<file path="config.mk">
export PLATFORM = sky130hd
export DESIGN_NAME = display_msg_scheduler
export DESIGN_NICKNAME = d
export VERILOG_FILES = /design/src/rtl/display_msg_scheduler_pkg.sv /design/src/rtl/msg_char_rom.sv /design/src/rtl/display_msg_scheduler.sv
export SDC_FILE = /design/constraint.sdc
export NUM_CORES = 1
export LEC_CHECK = 0
export CORE_MARGIN = 5
export CORE_UTILIZATION = 45
export CTS_BUF_LIST = sky130_fd_sc_hd__clkbuf_2
export CTS_CLUSTER_DIAMETER = 80
export DETAILED_ROUTE_END_ITERATION = 10
export PLACE_DENSITY = 0.7
export SLEW_MARGIN = 15
export SYNTH_ARGS = -nofsm -noshare
export SYNTH_HDL_FRONTEND = slang
export SYNTH_SLANG_ARGS = --single-unit
</file>
<file path="constraint.sdc">
create_clock -name CLK -period 5.95 [get_ports CLK]
set_input_delay 1.19 -clock CLK [delete_from_list [all_inputs] [get_ports CLK]]
set_output_delay 1.19 -clock CLK [all_outputs]
set_load 0.02 [all_outputs]
</file>
<file path="src/rtl/display_msg_scheduler_pkg.sv">
// display_msg_scheduler_pkg: message ids, FSM states, character codes and
// the active-low character-to-segment table shared by the display scheduler.
package display_msg_scheduler_pkg;

    localparam logic [3:0] MSG_S0   = 4'd0;
    localparam logic [3:0] MSG_S1   = 4'd1;
    localparam logic [3:0] MSG_S2   = 4'd2;
    localparam logic [3:0] MSG_S3   = 4'd3;
    localparam logic [3:0] MSG_ERSR = 4'd4;
    localparam logic [3:0] MSG_ERSP = 4'd5;
    localparam logic [3:0] MSG_ERSN = 4'd6;
    localparam logic [3:0] MSG_ERDI = 4'd7;
    localparam logic [3:0] MSG_STBY = 4'd8;

    typedef enum logic [1:0] {
        ST_STBY = 2'd0,
        ST_SEL  = 2'd1,
        ST_ERR  = 2'd2
    } state_t;

    typedef enum logic [3:0] {
        CH_C     = 4'd0,
        CH_E     = 4'd1,
        CH_L     = 4'd2,
        CH_R     = 4'd3,
        CH_S     = 4'd4,
        CH_P     = 4'd5,
        CH_N     = 4'd6,
        CH_D     = 4'd7,
        CH_I     = 4'd8,
        CH_0     = 4'd9,
        CH_1     = 4'd10,
        CH_2     = 4'd11,
        CH_5     = 4'd12,
        CH_DASH  = 4'd13,
        CH_BLANK = 4'd14
    } char_t;

    // Active-low segments, bit order gfedcba, indexed by char_t.
    localparam logic [6:0] SEG_TAB [16] = '{
        7'b1000110, // C
        7'b0000110, // E
        7'b1000111, // L
        7'b0101111, // r
        7'b0010010, // S
        7'b0001100, // P
        7'b0101011, // n
        7'b0100001, // d
        7'b1111001, // I
        7'b1000000, // 0
        7'b1111001, // 1
        7'b0100100, // 2
        7'b0010010, // 5
        7'b0111111, // -
        7'b1111111, // blank
        7'b1111111  // unused code
    };

    function automatic char_t msg_char(input logic [3:0] msg,
                                       input logic [1:0] idx);
        char_t row [4];
        case (msg)
            MSG_S0:   row = '{CH_C, CH_E, CH_0, CH_1};
            MSG_S1:   row = '{CH_C, CH_L, CH_0, CH_2};
            MSG_S2:   row = '{CH_C, CH_C, CH_0, CH_5};
            MSG_S3:   row = '{CH_C, CH_P, CH_1, CH_0};
            MSG_ERSR: row = '{CH_E, CH_R, CH_S, CH_R};
            MSG_ERSP: row = '{CH_E, CH_R, CH_S, CH_P};
            MSG_ERSN: row = '{CH_E, CH_R, CH_S, CH_N};
            MSG_ERDI: row = '{CH_E, CH_R, CH_D, CH_I};
            MSG_STBY: row = '{CH_DASH, CH_DASH, CH_DASH, CH_DASH};
            default:  row = '{CH_BLANK, CH_BLANK, CH_BLANK, CH_BLANK};
        endcase
        return row[idx];
    endfunction

    // Lower rank = higher priority: errors 0..3, selections 4..7, standby 8.
    function automatic logic [3:0] msg_rank(input logic [3:0] msg);
        if (msg >= MSG_ERSR && msg <= MSG_ERDI) return msg - MSG_ERSR;
        if (msg <= MSG_S3) return msg + 4'd4;
        return 4'd8;
    endfunction

endpackage

</file>
<file path="src/rtl/msg_char_rom.sv">
// msg_char_rom: registered (message, digit) -> {segments, dp} lookup.
// Ports: clk_i/rst_i, msg_i, idx_i in; seg_o (gfedcba, active-low), dp_o out.
module msg_char_rom
    import display_msg_scheduler_pkg::*;
(
    input  logic       clk_i,
    input  logic       rst_i,
    input  logic [3:0] msg_i,
    input  logic [1:0] idx_i,
    output logic [6:0] seg_o,
    output logic       dp_o
);

    logic [6:0] seg_q;
    logic       dp_q;

    always_ff @(posedge clk_i) begin
        if (rst_i) begin
            seg_q <= 7'h7F;
            dp_q  <= 1'b1;
        end else begin
            seg_q <= SEG_TAB[msg_char(msg_i, idx_i)];
            // Decimal point lit only on the rightmost digit in standby.
            dp_q  <= ~(msg_i == MSG_STBY && idx_i == 2'd3);
        end
    end

    assign seg_o = seg_q;
    assign dp_o  = dp_q;

endmodule

</file>
<file path="src/rtl/display_msg_scheduler.sv">
// display_msg_scheduler: picks the message owning the 4-digit display, holds
// it, and scans digits. In: CLK, RST, S0..S3, SR/SP/SN, VL, M.
// Out: a..g, h (active-low), DIG (active-low, [0]=left), MSG (debug id).
module display_msg_scheduler
    import display_msg_scheduler_pkg::*;
#(
    parameter int SCAN_DIV    = 50000,
    parameter int HOLD_CYCLES = 50000000
) (
    input  logic       CLK,
    input  logic       RST,
    input  logic       S0,
    input  logic       S1,
    input  logic       S2,
    input  logic       S3,
    input  logic       SR,
    input  logic       SP,
    input  logic       SN,
    input  logic       VL,
    input  logic       M,
    output logic       a,
    output logic       b,
    output logic       c,
    output logic       d,
    output logic       e,
    output logic       f,
    output logic       g,
    output logic       h,
    output logic [3:0] DIG,
    output logic [3:0] MSG
);

    localparam int SW = $clog2(SCAN_DIV);
    localparam int HW = $clog2(HOLD_CYCLES + 1);
    localparam logic [SW-1:0] SCAN_LAST = SW'(SCAN_DIV - 1);
    localparam logic [HW-1:0] HOLD_MAX  = HW'(HOLD_CYCLES);
    localparam logic [HW-1:0] HOLD_LAST = HW'(HOLD_CYCLES - 1);

    state_t        state_q;
    logic [3:0]    msg_q, msg_d;
    logic [HW-1:0] hold_q, hold_d;
    logic [SW-1:0] scan_q;
    logic [1:0]    idx_q;
    logic [3:0]    dig_q;
    logic [3:0]    best;
    logic          any_sel;
    logic          preempt;
    logic          hold_done;
    logic [6:0]    seg;
    logic          dp;

    assign any_sel = S0 | S1 | S2 | S3;

    // Selection branches are reached only with VL=1, since a selection
    // without VL already matched the ERDI branch.
    always_comb begin
        best = MSG_STBY;
        priority case (1'b1)
            SR:            best = MSG_ERSR;
            SP:            best = MSG_ERSP;
            SN:            best = MSG_ERSN;
            any_sel & ~VL: best = MSG_ERDI;
            S0:            best = MSG_S0;
            S1:            best = MSG_S1;
            S2:            best = MSG_S2;
            S3:            best = MSG_S3;
            default:       best = MSG_STBY;
        endcase
    end

    assign preempt = (best[3:2] == 2'b01) &&
                     (msg_rank(best) < msg_rank(msg_q));

    // Expiring one count early keeps a message up exactly HOLD_CYCLES.
    assign hold_done = (hold_q >= HOLD_LAST);

    always_comb begin
        msg_d = msg_q;
        if (!M)
            msg_d = MSG_STBY;
        else if (state_q == ST_STBY || preempt || hold_done)
            msg_d = best;
    end

    always_comb begin
        hold_d = hold_q;
        if (msg_d != msg_q)
            hold_d = '0;
        else if (hold_q != HOLD_MAX)
            hold_d = hold_q + 1'b1;
    end

    always_ff @(posedge CLK) begin
        if (RST) begin
            state_q <= ST_STBY;
            msg_q   <= MSG_STBY;
            hold_q  <= '0;
            scan_q  <= '0;
            idx_q   <= '0;
            dig_q   <= 4'b1111;
        end else begin
            msg_q  <= msg_d;
            hold_q <= hold_d;
            unique case (1'b1)
                msg_d == MSG_STBY:   state_q <= ST_STBY;
                msg_d[3:2] == 2'b01: state_q <= ST_ERR;
                default:             state_q <= ST_SEL;
            endcase
            if (scan_q == SCAN_LAST) begin
                scan_q <= '0;
                idx_q  <= idx_q + 2'd1;
            end else begin
                scan_q <= scan_q + 1'b1;
            end
            // Registered alongside the ROM so DIG lines up with a..h.
            dig_q <= ~(4'b0001 << idx_q);
        end
    end

    msg_char_rom u_msg_char_rom (
        .clk_i (CLK),
        .rst_i (RST),
        .msg_i (msg_q),
        .idx_i (idx_q),
        .seg_o (seg),
        .dp_o  (dp)
    );

    assign {g, f, e, d, c, b, a} = seg;
    assign h   = dp;
    assign DIG = dig_q;
    assign MSG = msg_q;

endmodule

</file>
==> metrics.yaml, run 1 <==
timing:
  setup_viol: 0
  hold_violations: 0
  finalCriticalPeriod_ns: 4.98
  finalSetupTns_ns: 0
  fmax_mhz: 201
  drv_slew: 0
  rsz0062_at_grt: "false"
  maxSlewHeadroom: 0.594
  tightest_slew_ns: 0.602
  fin_worst_skew_ns: 0.0321
  period_share: 0.837
floorplanning:
  die_h_um: 104
  core-area_sq_mm: 0.00868
  io_pins: 27
  fp-row-count: 34
  die-area_sq_mm: 0.0109
  start_util: 0.461
  die_w_um: 104
finish:
  drive_gt1_frac: 0.0942
  multiInputGateArea_sq_mm: 0.00234
  final_nets: 500
  final_cell_area_sq_mm: 0.00444
  fillCellCount: 862
  area.growth.synth_to_final_pct: 11.0
  seq_area_sq_mm: 0.00152
  instances_no_fill: 576
worst_setup_path:
  end_kind: "register"
  worstPathMaxFanout: 9
  required_ns: 6.36
  cp_num_buf_inv: 3
  crit_chain: "clkdlybuf4s50_1 > nor3_1 > o21a_1 > inv_1 > ha_1 > nor2_1 > nor4_1 > ha_1 > nand3_1 > o311a_1 > nor4_1 > or2_1 > inv_6 > mux2_4"
  crit_type: "input pin to register"
  cp_slowest_cell: "clkdlybuf4s50_1"
  start_kind: "input pin"
  max_stage_delay_ns: 0.53
  cp_top_family: "simple AND/OR/NAND/NOR gates"
  worstPathArrival_ns: 5.39
status:
  status: "finished clean"
yosys:
  ys_types: 62
  synthAdderAreaFrac: 0.0844
  synth_area_sq_mm: 0.00400
  synth_edf_count: 0
  synthXorXnorAreaFrac: 0.0831
  syn_nets: 474
  synth-seq-area-share: 0.380
  synth_compound_area_frac: 0.133
  synthMuxAreaShare: 0.0522
  synth_commonest_cells: "76 x dfxtp_1, 40 x nor2_1, 34 x nor3_1"
  ys_warn_count: 0
  yosys_most_used_dff: "dfxtp_1"
  synth.area.top_cells: "dfxtp_1 38%, ha_1 8.4%, xor2_1 5.0%, nor3_1 4.3%, nor2_1 3.8%"
  synth_top_family_by_area: "simple AND/OR/NAND/NOR gates"
  synth_top_area_share: 0.380
  synth_top_area_cell: "dfxtp_1"
  syn_avg_cell_area_sq_um: 9.18
  synth_cells: 436
  synthSimpleGateAreaFrac: 0.231
  synth-seq-cells: 76
  synth_async_sr_flop_share: 0
  yosysMostFrequentCell: "dfxtp_1"
detailed_routing:
  post-route-drc-count: 0
  vias: 3137
  wl_mm: 7.73
  post_drt_wl_per_cell_um: 13.4
  dr.first_iter.drc_count: 153
  drt-pass1-iter-count: 4
  postRouteAntennaNets: 0
  avgViaCountPerCell: 5.45
power:
  power_density_mw_per_mm2: 205
  ir_drop_uv: 91.5
  leakage_uw: 0.00163
clocking:
  post_cts_buffers: 0
  clk_latency_ns: 0.49
  cts_resized: 0
  root_buffer: "clkbuf_2"
  htreeDepth: 3
  cts_made_buffers: 9
  cts.clk_slew.worst_paths_ns: 0.20
  cts_tree: "done"
  cts.path.max_buffers: 2
  cts_hold_buf: 0
  clock_sinks: 76
flow_run:
  cap_violations: 0
placement:
  place_congestion: 0.939
  dpl.cell_count: 559
  place_area_sq_mm: 0.00436
  port_buffers: 26
  place_hpwl_mm: 5.78
grt:
  gr-total-overflow: 0
  grt_antenna_before_repair: 1
  grt_max_degree: 27
  grt_pass1_wl_mm: 13.6
  grt_pass1_vias: 3050
  grt_use_total: 0.146
worst_hold_path:
  hold_class: "register to register"
-- routing by layer --
metal,share of wire,track usage
met4,0.014,0.0666
met2,0.44,0.222
met1,0.51,0.200
met5,0,0
met3,0.038,0.0273
-- final cells by class --
cell class                      instances  share of cell area
Antenna cell                            1            0.000563
Clock buffer                            9              0.0101
Clock inverter                          7             0.00760
Inverter                               20              0.0180
Multi-Input combinational cell        325               0.526
Sequential cell                        76               0.342
Tap cell                              108              0.0304
Timing Repair Buffer                   30              0.0653
-- final timing paths --
check | start | to | slack (ns) | cells past startpoint
setup reg to reg | MSG[2] | register | 2.33 | 10
hold / removal | scan_q[0] | scan_q[0] | 0.45 | 1
setup / recovery | SR | register | 0.97 | 14
hold reg to reg | scan_q[0] | scan_q[0] | 0.45 | 1
-- cells by family (layout without fill, tap and decap cells) --
| group | count (synthesis) | count (layout) |
|---|---|---|
| compound gates | 69 | 69 |
| xor+xnor | 38 | 38 |
| fa+ha+maj | 27 | 27 |
| buf+inv | 35 | 66 |
| flops | 76 | 76 |
| mux | 15 | 15 |
| other cells | 0 | 1 |
| simple gates | 176 | 176 |
-- worst reg2reg max path, delay by kind of cell, from the launching register on --
kind | cells | cell delay (ns)
simple gates | 3 | 1.06
flops | 1 | 0.58
fa+ha+maj | 2 | 0.63
compound gates | 1 | 0.46
buf+inv | 2 | 0.28
mux | 2 | 0.57
-- where the power goes --
part	switching, uW	internal [uW]
Clock	169	48.7
Combinational	88.7	64.6
Sequential	9.40	529
Total	267	642
-- per-stage QoR --
stage / util / hold WS (ns) / total power [uW] / worst slack, ns
after floorplan: - / 0.413 / 655 / 1.09
after detailed placement: 0.503 / 0.434 / 702 / 0.508
final: 0.512 / 0.454 / 910 / 0.970
after global routing: 0.512 / 0.491 / 958 / 0.493
after CTS: 0.512 / 0.457 / 920 / 1.05
after global placement: 0.503 / 0.428 / 698 / 0.651
-- cells in the final DEF (no fill, tap or decap), drive strengths merged, types with 3 or more instances in the layout --
cell type       n
dfxtp          76
nor2           40
nor3           34
nand2          27
ha             27
clkdlybuf4s50  26
xor2           23
inv            20
a21oi          19
nand3          17
xnor2          15
o21ai          12
and3           11
clkbuf          9
nor4            9
nand2b          8
mux2i           7
nand4           7
clkinv          6
or2             5
mux4            4
o22ai           4
buf             4
o21a            4
mux2            4
o21bai          3
or4             3
nand3b          3
a2bb2oi         3
nor4b           3
Note: power is estimated with default switching activity, not from simulation.
==> run 2: changes to the inputs <==
PLACE_DENSITY = 0.72   (was 0.7)
clock period = 4.5 ns   (was 5.95 ns; I/O delays follow)
==> run 2 against run 1 <==
Effect of this change: total power up 35%; non-clock buffer count up 28; die area unchanged; worst hold slack worse by 0.0024 ns.
==> metrics.yaml, run 2 (same netlist as run 1, synthesis figures left out) <==
timing:
  maxSlewHeadroom: 0.584  # -0.0103
  fmax_mhz: 243
  setup_viol: 0  # unchanged
  finalCriticalPeriod_ns: 4.12
  setup_slack_ns: 0.384  # -0.586 ns
  worst_hold_slack_ns: 0.452  # -0.00235 ns
  rsz0062_at_grt: "false"
  hold_violations: 0  # unchanged
  tightest_slew_ns: 0.618  # +0.0153 ns
  fin_worst_skew_ns: 0.0273  # -0.00472 ns
  period_share: 0.915
  drv_slew: 0  # unchanged
placement:
  post-place-ws_ns: -0.101  # -0.609 ns
  place_congestion: 0.861  # -8.4%
  port_buffers: 26  # unchanged
  place_hpwl_mm: 6.14  # +6.3%
clocking:
  root_buffer: "clkbuf_2"
  clock_sinks: 76  # unchanged
  cts_tree: "done"
  htreeDepth: 3  # unchanged
  cts_hold_buf: 0  # unchanged
  cts_resized: 0  # unchanged
  cts_made_buffers: 9  # unchanged
  clk_latency_ns: 0.47  # -0.02 ns
  cts.path.max_buffers: 2  # unchanged
  post_cts_buffers: 0  # unchanged
  cts.clk_slew.worst_paths_ns: 0.18  # -0.02 ns
power:
  power_uw: 1230  # +35%
  ir_drop_uv: 97.9  # +7.0%
  power_density_mw_per_mm2: 263  # +28%
  leakage_uw: 0.00178  # +9.1%
worst_setup_path:
  end_kind: "register"
  crit_type: "input pin to register"
  worstPathMaxFanout: 3  # -6
  cp_num_buf_inv: 3  # unchanged
  cp_top_family: "compound AO/OA/AOI/OAI gates"
  required_ns: 4.86  # -1.50 ns
  worstPathArrival_ns: 4.47  # -0.92 ns
  cpMostUsedCell: "ha_1"
  cp_slowest_cell: "clkdlybuf4s50_1"
  max_stage_delay_ns: 0.46  # -0.07 ns
  crit_chain: "clkdlybuf4s50_1 > nor4_4 > o21a_1 > buf_4 > ha_1 > nor2_1 > nor4_1 > ha_1 > a41oi_1 > o311ai_2 > a21oi_1 > a21oi_1 > nor2_1 > ha_1 > inv_1 > o32ai_1 > o22ai_1"
  start_kind: "input pin"
finish:
  final_nets: 528  # +5.6%
  drive_gt1_frac: 0.148  # +0.0536
  antenna_cells: 0  # -1
  fillCellCount: 835  # -3.1%
  multiInputGateArea_sq_mm: 0.00235  # +0.59%
  layout_commonest_cell: "dfxtp_1"
  seq_area_sq_mm: 0.00152  # unchanged
  final_cell_mix: "76 x dfxtp_1, 40 x nor2_1, 33 x nor3_1"
  area.growth.synth_to_final_pct: 16.7
grt:
  grt_max_degree: 27  # unchanged
  grt_antenna_before_repair: 0  # -1
  grt_pass1_vias: 3288  # +7.8%
  grt_pass1_wl_mm: 14.6  # +7.2%
  gr-total-overflow: 0  # unchanged
  grt_use_total: 0.156  # +0.00955
detailed_routing:
  drt-pass1-iter-count: 4  # unchanged
  post-route-drc-count: 0  # unchanged
  wl_mm: 8.11  # +5.0%
  postRouteAntennaNets: 0  # unchanged
  avgViaCountPerCell: 5.41  # -0.75%
  dr.first_iter.drc_count: 147  # -3.9%
  vias: 3254  # +3.7%
  post_drt_wl_per_cell_um: 13.5  # +0.42%
floorplanning:
  start_util: 0.461  # unchanged
  core-area_sq_mm: 0.00868  # unchanged
  fp-row-count: 34  # unchanged
  die-area_sq_mm: 0.0109  # unchanged
  die_w_um: 104  # unchanged
  die_h_um: 104  # unchanged
  io_pins: 27  # unchanged
status:
  status: "finished clean"
worst_hold_path:
  hold_class: "register to register"
flow_run:
  cap_violations: 0  # unchanged
[run 2: changes by cell type in the layout (fill, tap and decap cells not counted)]
cell,before,now
buf_4,4,31
clkinv_2,3,2
clkinv_1,3,2
nor3_2,0,1
diode_2,1,0
clkinvlp_4,1,0
buf_12,0,1
nor4_2,1,0
clkbuf_2,9,11
nor3_1,34,33
nor4_4,0,1
[run 2: report_power, final]
part / total [uW] / switching, uW / leakage [uW] / internal [uW]
registers: 711 / 12.0 / 0.000620 / 699
logic: 230 / 124 / 0.00110 / 107
clock network: 287 / 217 / 0.0000566 / 69.6
[run 2: worst paths after layout]
check / end / cells past startpoint / from / slack, ns
min reg2reg: scan_q[0] / 1 / scan_q[0] / 0.45
min: scan_q[0] / 1 / scan_q[0] / 0.45
max: register / 17 / S1 / 0.38
max reg2reg: register / 13 / MSG[2] / 0.98
[run 2: layout make-up]
type,count,share of cell area
Timing Repair Buffer,58,0.110
Sequential cell,76,0.326
Inverter,20,0.0171
Multi-Input combinational cell,325,0.503
Tap cell,108,0.0289
Clock buffer,11,0.0118
Clock inverter,4,0.00375
[run 2: metrics by stage]
step	utilization	std cells	area [sq um]	setup TNS, ns
detailed placement	0.530	587	4600	-0.314
global placement	0.530	587	4600	0
finish	0.538	602	4670	0
CTS	0.538	602	4670	0
floorplan	-	436	4020	0
global route	0.538	602	4670	0
[run 2: routing by layer]
metal,GRT usage,wire length (um)
met5,0,0
met3,0.0385,363
met4,0.0555,105
met1,0.201,3820
met2,0.252,3830
